<file path="config.mk">
export PLATFORM = sky130hd
export DESIGN_NAME = flot_mul_seq
export DESIGN_NICKNAME = d
export VERILOG_FILES = /design/src/rtl/flot_mul_seq.sv
export SDC_FILE = /design/constraint.sdc
export NUM_CORES = 1
export LEC_CHECK = 0
export ABC_CLOCK_PERIOD_IN_PS = 5200
export CAP_MARGIN = 20
export CELL_PAD_IN_SITES_DETAIL_PLACEMENT = 0
export CELL_PAD_IN_SITES_GLOBAL_PLACEMENT = 2
export CORE_ASPECT_RATIO = 1.25
export CORE_MARGIN = 4
export CORE_UTILIZATION = 38
export CTS_CLUSTER_SIZE = 20
export DETAILED_ROUTE_END_ITERATION = 8
export GPL_TIMING_DRIVEN = 0
export PLACE_DENSITY_LB_ADDON = 0.1
export RECOVER_POWER = 50
export SLEW_MARGIN = 20
export SYNTH_ARGS = -nofsm -noshare
export SYNTH_HDL_FRONTEND = slang
export SYNTH_SLANG_ARGS = --single-unit
</file>
<file path="constraint.sdc">
create_clock -name CLK -period 5.2 [get_ports CLK]
set_input_delay 1.04 -clock CLK [delete_from_list [all_inputs] [get_ports CLK]]
set_output_delay 1.04 -clock CLK [all_outputs]
set_load 0.01 [all_outputs]
</file>
<file path="src/rtl/flot_mul_seq.sv">
// Sequential floating-point multiplier: the mantissa product is built with a
// radix-2 shift-add loop, one partial product per clock-enabled edge.
`timescale 1ns/1ps

module flot_mul_seq #(
   parameter int WIDTH     = 32,
   parameter int WIDTH_exp = 8,
   parameter int WIDTH_mat = 23
) (
   input  logic                           CLK,
   input  logic                           RST,
   input  logic                           CE,
   input  logic                           start,
   input  logic [WIDTH-1:0]               OP1,
   input  logic [WIDTH-1:0]               OP2,
   input  logic                           exce_in,
   output logic                           busy,
   output logic                           done,
   output logic [WIDTH_mat+WIDTH_exp:0]   result,
   output logic                           exce_out
);

   localparam int MW = WIDTH_mat + 1;
   localparam int PW = 2 * MW;
   localparam int EW = WIDTH_exp + 2;
   localparam int CW = $clog2(MW + 1);
   localparam logic signed [EW-1:0] BIAS    = EW'((1 << (WIDTH_exp - 1)) - 1);
   localparam logic signed [EW-1:0] EXP_MAX = EW'((1 << WIDTH_exp) - 1);

   localparam logic [1:0] S_IDLE   = 2'd0;
   localparam logic [1:0] S_UNPACK = 2'd1;
   localparam logic [1:0] S_MUL    = 2'd2;
   localparam logic [1:0] S_NORM   = 2'd3;

   logic [1:0]            r_state;
   logic [WIDTH-1:0]      r_op1;
   logic [WIDTH-1:0]      r_op2;
   logic                  r_exce;
   logic                  r_sign;
   logic                  r_isInf;
   logic                  r_isZero;
   logic [PW-1:0]         r_mcand;
   logic [MW-1:0]         r_mplier;
   logic [PW-1:0]         r_acc;
   logic signed [EW-1:0]  r_exp;
   logic [CW-1:0]         r_cnt;

   logic [WIDTH_exp-1:0]  w_e1;
   logic [WIDTH_exp-1:0]  w_e2;
   logic signed [EW-1:0]  w_expSum;
   logic                  w_norm;
   logic signed [EW-1:0]  w_expFinal;
   logic [WIDTH_mat-1:0]  w_mant;
   logic                  w_ovf;
   logic                  w_unf;

   assign w_e1     = r_op1[WIDTH-2 -: WIDTH_exp];
   assign w_e2     = r_op2[WIDTH-2 -: WIDTH_exp];
   assign w_expSum = $signed({2'b00, w_e1}) + $signed({2'b00, w_e2}) - BIAS;

   // The product of two [1,2) mantissas lies in [1,4); a set top bit means one
   // extra binade, so the window moves up by one and the exponent is bumped.
   assign w_norm     = r_acc[PW-1];
   assign w_expFinal = r_exp + $signed({{(EW-1){1'b0}}, w_norm});
   assign w_mant     = w_norm ? r_acc[PW-2 -: WIDTH_mat] : r_acc[PW-3 -: WIDTH_mat];
   assign w_ovf      = (w_expFinal >= EXP_MAX);
   assign w_unf      = w_expFinal[EW-1] || (w_expFinal == '0);

   always_ff @(posedge CLK) begin
      if (RST) begin
         r_state  <= S_IDLE;
         r_op1    <= '0;
         r_op2    <= '0;
         r_exce   <= 1'b0;
         r_sign   <= 1'b0;
         r_isInf  <= 1'b0;
         r_isZero <= 1'b0;
         r_mcand  <= '0;
         r_mplier <= '0;
         r_acc    <= '0;
         r_exp    <= '0;
         r_cnt    <= '0;
         busy     <= 1'b0;
         done     <= 1'b0;
         result   <= '0;
         exce_out <= 1'b0;
      end else if (CE) begin
         done <= 1'b0;
         case (r_state)
            S_IDLE: begin
               if (start) begin
                  r_op1   <= OP1;
                  r_op2   <= OP2;
                  r_exce  <= exce_in;
                  busy    <= 1'b1;
                  r_state <= S_UNPACK;
               end
            end

            // Specials are only classified here; the datapath still runs so
            // the latency never depends on operand values.
            S_UNPACK: begin
               r_sign   <= r_op1[WIDTH-1] ^ r_op2[WIDTH-1];
               r_mcand  <= {{MW{1'b0}}, 1'b1, r_op1[WIDTH_mat-1:0]};
               r_mplier <= {1'b1, r_op2[WIDTH_mat-1:0]};
               r_acc    <= '0;
               r_exp    <= w_expSum;
               r_cnt    <= '0;
               r_isInf  <= (&w_e1) || (&w_e2);
               r_isZero <= (w_e1 == '0) || (w_e2 == '0);
               r_state  <= S_MUL;
            end

            S_MUL: begin
               if (r_mplier[0]) begin
                  r_acc <= r_acc + r_mcand;
               end
               r_mcand  <= r_mcand << 1;
               r_mplier <= r_mplier >> 1;
               r_cnt    <= r_cnt + 1'b1;
               if (r_cnt == CW'(MW - 1)) begin
                  r_state <= S_NORM;
               end
            end

            // Infinity/NaN inputs win over zero; overflow and underflow only
            // apply to ordinary operands.
            S_NORM: begin
               if (r_isInf) begin
                  result   <= {r_sign, {WIDTH_exp{1'b1}}, {WIDTH_mat{1'b0}}};
                  exce_out <= 1'b1;
               end else if (r_isZero) begin
                  result   <= {r_sign, {(WIDTH_exp + WIDTH_mat){1'b0}}};
                  exce_out <= r_exce;
               end else if (w_ovf) begin
                  result   <= {r_sign, {WIDTH_exp{1'b1}}, {WIDTH_mat{1'b0}}};
                  exce_out <= 1'b1;
               end else if (w_unf) begin
                  result   <= {r_sign, {(WIDTH_exp + WIDTH_mat){1'b0}}};
                  exce_out <= 1'b1;
               end else begin
                  result   <= {r_sign, w_expFinal[WIDTH_exp-1:0], w_mant};
                  exce_out <= r_exce;
               end
               done    <= 1'b1;
               busy    <= 1'b0;
               r_state <= S_IDLE;
            end

            default: begin
               r_state <= S_IDLE;
            end
         endcase
      end
   end

endmodule

</file>
# [Yosys cells after proc, flatten, opt, wreduce, memory -nomap -nowiden]
# Index checks and enable logic that the tools add are counted.
[word_totals] out_inout_bits=35 wordCells=68 regBits=240
[op_classes] bitwise=1 reduce_logical=18 mux=20 magnitude_cmp=1 eq_ne=7 n_addsub=5
[ops] cell="one-hot mux 48 bit (2 select lines)" n=2
[ops] cell="two-way mux 31 bit" n=4
[ops] cell="adder 48 bit" n=1
[ops] cell="two-way mux 48 bit" n=1
[ops] cell="one-hot mux 24 bit (2 select lines)" n=1
[ops] cell="two-way mux 23 bit" n=1
[ops] cell="logical NOT 8 bit" n=2
[ops] cell="AND reduction 8 bit" n=2
[ops] cell="AND reduction 3 bit" n=4
[ops] cell="adder 10 x 2 -> 10 bit" n=1
[ops] cell="greater-or-equal comparator 10 x 9 -> 1 bit (second input constant)" n=1
[ops] cell="logical NOT 10 bit" n=1
[ops] cell="one-hot mux 5 bit (2 select lines)" n=1
[ops] cell="subtractor 9 x 7 -> 10 bit (second input constant)" n=1
[ops] cell="adder 8 x 8 -> 9 bit" n=1
[ops] cell="one-hot mux 2 bit (4 select lines)" n=1
[ops] cell="two-way mux 1 bit" n=6
[ops] cell="!= test 2 bit (second input constant)" n=3
[ops] cell="AND reduction 2 bit" n=3
[ops] cell="adder 5 x 1 -> 5 bit (second input constant)" n=1
[ops] cell="equality test 5 bit (second input constant)" n=1
[ops] cell="equality test 2 bit (second input constant)" n=2
[ops] cell="two-way mux 2 bit" n=2
[ops] cell="nonzero test 2 bit" n=2
[ops] cell="5 further kinds" n=7

# [Logic depth before layout (Yosys ltp)]
[logic_depth] word_depth=7 ltp_mapped=14 depth_no_buf=14

# [Least setup slack after synthesis]
# No wires, ideal clock.
[synth_timing] path_kind="reg-to-reg" startpoint="reg r_mcand[0]" endpoint="reg r_acc[44]" synth_period_minus_slack_ns=3.075 path_buffers=0 stages_incl_launch_ff=13 setup_slack_ns=2.125 arrival_ns=2.950 t_required_ns=5.075 setup_ns=0.125 path_cell_list="dfxtp_1 ha_1 fa_1 a21o_1 a221oi_2 or4_1 and2_2 o211ai_2 a311o_2 a211o_1 a41oi_2 xor2_1 o21ai_1"
[synth_via] elab_chain_len=3
[synth_rtl] item="start, declared" line_no="42" text="logic [PW-1:0] r_mcand;"
[synth_rtl] item="start signal, assigned" line_no="104" text="r_mcand <= {{MW{1'b0}}, 1'b1, r_op1[WIDTH_mat-1:0]};"
[synth_rtl] item="start signal, assigned" line_no="118" text="r_mcand <= r_mcand << 1;"
[synth_rtl] item="adder 48 bit" line_no="116" text="r_acc <= r_acc + r_mcand;"
[synth_rtl] item="two-way mux 48 bit" line_no="115" text="if (r_mplier[0]) begin"
[synth_rtl] item="one-hot mux 48 bit (2 select lines)" line_no="89" text="case (r_state)"
[synth_rtl] item="end signal, assigned" line_no="116"
[synth_rtl] item="end, declared" line_no="44" text="logic [PW-1:0] r_acc;"
# No other way between the ends. The select of a mux whose other input is x is not followed.
# A chain may end at the register's enable or synchronous reset.

# [Worst setup path in the final report]
# Ends and elaborated chain as after synthesis.

==> results_dict.tcl <==
set metrics [dict create \
    numCtsBuffers 27 \
    cts_resized 0 \
    setup_viol_count_final 0 \
    root_buffer "clkbuf_16" \
    stdcell_area_um2 14800 \
    multi_input_area_um2 7000 \
    remaining_drc_errors 0 \
    fin_skew_ps 20.6 \
    coreArea_um2 31900 \
    final_common_cell "nand2_1" \
    drv_slew 0 \
    hold_viol 0 \
    drv_cap 0 \
    fill_cells 3220 \
    cts_setup_buffers 0 \
    synthTopCellsByArea "dfxtp_1, nand2_1, a21oi_1" \
    ir_worst_vdd_mv 0.259 \
    final_cell_mix "nand2_1, dfxtp_1, a21oi_1" \
    synth_compound_area_share_pct 19.8 \
    power.leakage_nw 5.62 \
    crit_path_max_fanout 4 \
    post-route-period-util_pct 70.8 \
    wl_per_cell_um 16.8 \
    row_count 73 \
    vias 10800 \
    max_freq_mhz 272 \
    cp_slowest_cell "a311o_2" \
    netlist-cell-type-count 62 \
    dieHeight_um 209 \
    power_mw 4.52 \
    grt_pass1_vias 11000 \
    ys_warn_count 0 \
    cp.arrival_ps 4120 \
    rsz0062_at_grt "no" \
    async_reset_ff_share_pct 0 \
    netlist_area_um2 12300 \
    hold_class "reg -> reg" \
    synth_top_family_by_area "compound AO/OA/AOI/OAI gates" \
    die-area_um2 35200 \
    place_congestion 0.817 \
    final-seq-area_um2 4800 \
    setup.worst_path.class "reg -> reg" \
    port_buffers 102 \
    synth-simple-area-share_pct 19.7 \
    startpoint_type "flip-flop" \
    grt_pass1_wl_um 57200 \
    postSynthAreaPerCell_um2 8.04 \
    hpwlAfterDp_um 27200 \
    synthXorXnorAreaFrac_pct 4.14 \
    worst_slew_pin_slew_ps 796 \
    start_util_pct 38.5 \
    place_ws_ps 1410 \
    fin_ws_ps 1520 \
    cts_tree "built" \
    power_density_nw_per_um2 306 \
    clkTransAtPathRegs_ps 60 \
    ctsHtreeMaxLevel 1 \
    syn_inst 1525 \
    clkSinkCount 240 \
    drive_gt1_share_pct 4.17 \
    clk_latency_ps 570 \
    worstPathCellList "ha_1 -> fa_1 -> a21o_1 -> a221oi_2 -> or4_1 -> and2_2 -> o211ai_2 -> a311o_2 -> a211o_1 -> a41oi_2 -> xor2_1 -> o21ai_1" \
    synth.area.mux_share_pct 6.04 \
    ys.flop_type "dfxtp_1" \
    clockBufferDepth 3 \
    slowest_delay_ps 500 \
    wl_um 35200 \
    synth_edf_count 0 \
    areaGrowthSynthToFinish_pct 20.4 \
    antenna_found_initial 0 \
    fin_nets 1797 \
    fp.dieW_um 169 \
    required_ps 5640 \
    synth.largest_area_cell "dfxtp_1" \
    grt_usage_pct 19.7 \
    ios 104 \
    synth.net_count 1665 \
    n_antenna_cell 0 \
    final_antenna_net_count 0 \
    worstSetupEndpointType "flip-flop" \
    min_period_ps 3680 \
    place_area_um2 13800 \
    overflow 0 \
    ctsHoldBuffers 0 \
    ys_seq_elements 240 \
    synthAdderAreaFrac_pct 7.37 \
    netlist.area_leader.share_pct 39.2 \
    vias_per_cell 5.18 \
    status "completed" \
    ys_seq_area_share_pct 39.2 \
    relSlewSlack_pct 46.9 \
    fin_setup_tns_ps 0 \
    drt-initial-drc-count 456 \
    grt_max_degree 15 \
    first_pass_iters 4 \
]
where the power goes:
group / switching, mW / internal, mW
clock network: 0.828 / 1.23
registers: 0.0596 / 1.92
logic: 0.292 / 0.189
sequential cells by signal, indices dropped and copies added, names as in the netlist:
| signal | cells |
|---|---|
| r_acc | 48 |
| r_mcand | 48 |
| r_op1 | 32 |
| r_op2 | 32 |
| result | 32 |
| r_mplier | 24 |
| r_exp | 10 |
| r_cnt | 5 |
| r_state | 2 |
| busy | 1 |
| done | 1 |
| exce_out | 1 |
| r_exce | 1 |
| r_isInf | 1 |
| r_isZero | 1 |
| r_sign | 1 |
kinds of logic (layout without fill, tap and decap cells):
| kind of cell | Yosys count | in the layout |
|---|---|---|
| mux | 74 | 74 |
| compound gates | 393 | 393 |
| buf+inv | 123 | 275 |
| simple gates | 566 | 566 |
| fa+ha+maj | 71 | 71 |
| xor+xnor | 58 | 58 |
| flops | 240 | 240 |
routing by layer:
metal,up-vias,track usage [%],share of wire (%)
li1,5604,-,-
met1,5019,24.2,44
met2,153,36.2,50
met3,48,2.35,3.0
met4,0,5.46,2.3
met5,-,0,0
worst paths after layout:
kind / cells past startpoint / slack (ps) / end / startpoint
worst max-delay path: 12 / 1520 / r_acc[44]$_SDFFE_PP0P_ / r_mcand[0]$_SDFFE_PP0P_
worst min-delay path: 2 / 450 / r_op2[3]$_SDFFE_PP0P_ / r_op2[3]$_SDFFE_PP0P_
worst max register to register: 12 / 1520 / r_acc[44]$_SDFFE_PP0P_ / r_mcand[0]$_SDFFE_PP0P_
worst min register to register: 2 / 450 / r_op2[3]$_SDFFE_PP0P_ / r_op2[3]$_SDFFE_PP0P_
area by class of cell:
class | instances | share of cell area [%]
multi-input cells | 1162 | 47.4
clock inverters | 13 | 1.32
plain buffers | 98 | 2.52
inverters | 25 | 0.635
flip-flops and latches | 240 | 32.5
clock buffers | 36 | 5.14
repair buffers | 103 | 6.99
well taps | 412 | 3.49
metrics by stage:
step | hold slack (ps) | instances | utilization, %
3_5_place_dp | 447 | 2040 | 43.3
6_report | 454 | 2089 | 46.3
2_1_floorplan | 429 | 1525 | -
5_1_grt | 474 | 2089 | 46.3
3_3_place_gp | 439 | 2039 | 43.3
4_1_cts | 455 | 2089 | 46.3
synth_stat cells, drive strengths merged, types with 6 or more instances:
library cell,count
a31oi,7
nor4,7
buf,13
o21ai,50
nand2,271
inv,25
xor2,29
dfxtp,240
clkbuf,85
a21oi,192
nand2b,11
nor3b,8
a21o,27
nand3,13
nand4,15
ha,69
mux2i,74
nor2b,7
and2,6
o21bai,9
xnor2,29
a211oi,55
nor2,169
a22oi,20
nor3,32
and3,11
worst max-delay path, delay by kind of cell, from the launching register on:
| kind | cells | cell delay, ps |
|---|---|---|
| simple gates | 2 | 390 |
| compound gates | 7 | 1840 |
| flops | 1 | 360 |
| fa+ha+maj | 2 | 760 |
| xor+xnor | 1 | 200 |
No activity file was read; power rests on OpenSTA's default activity.
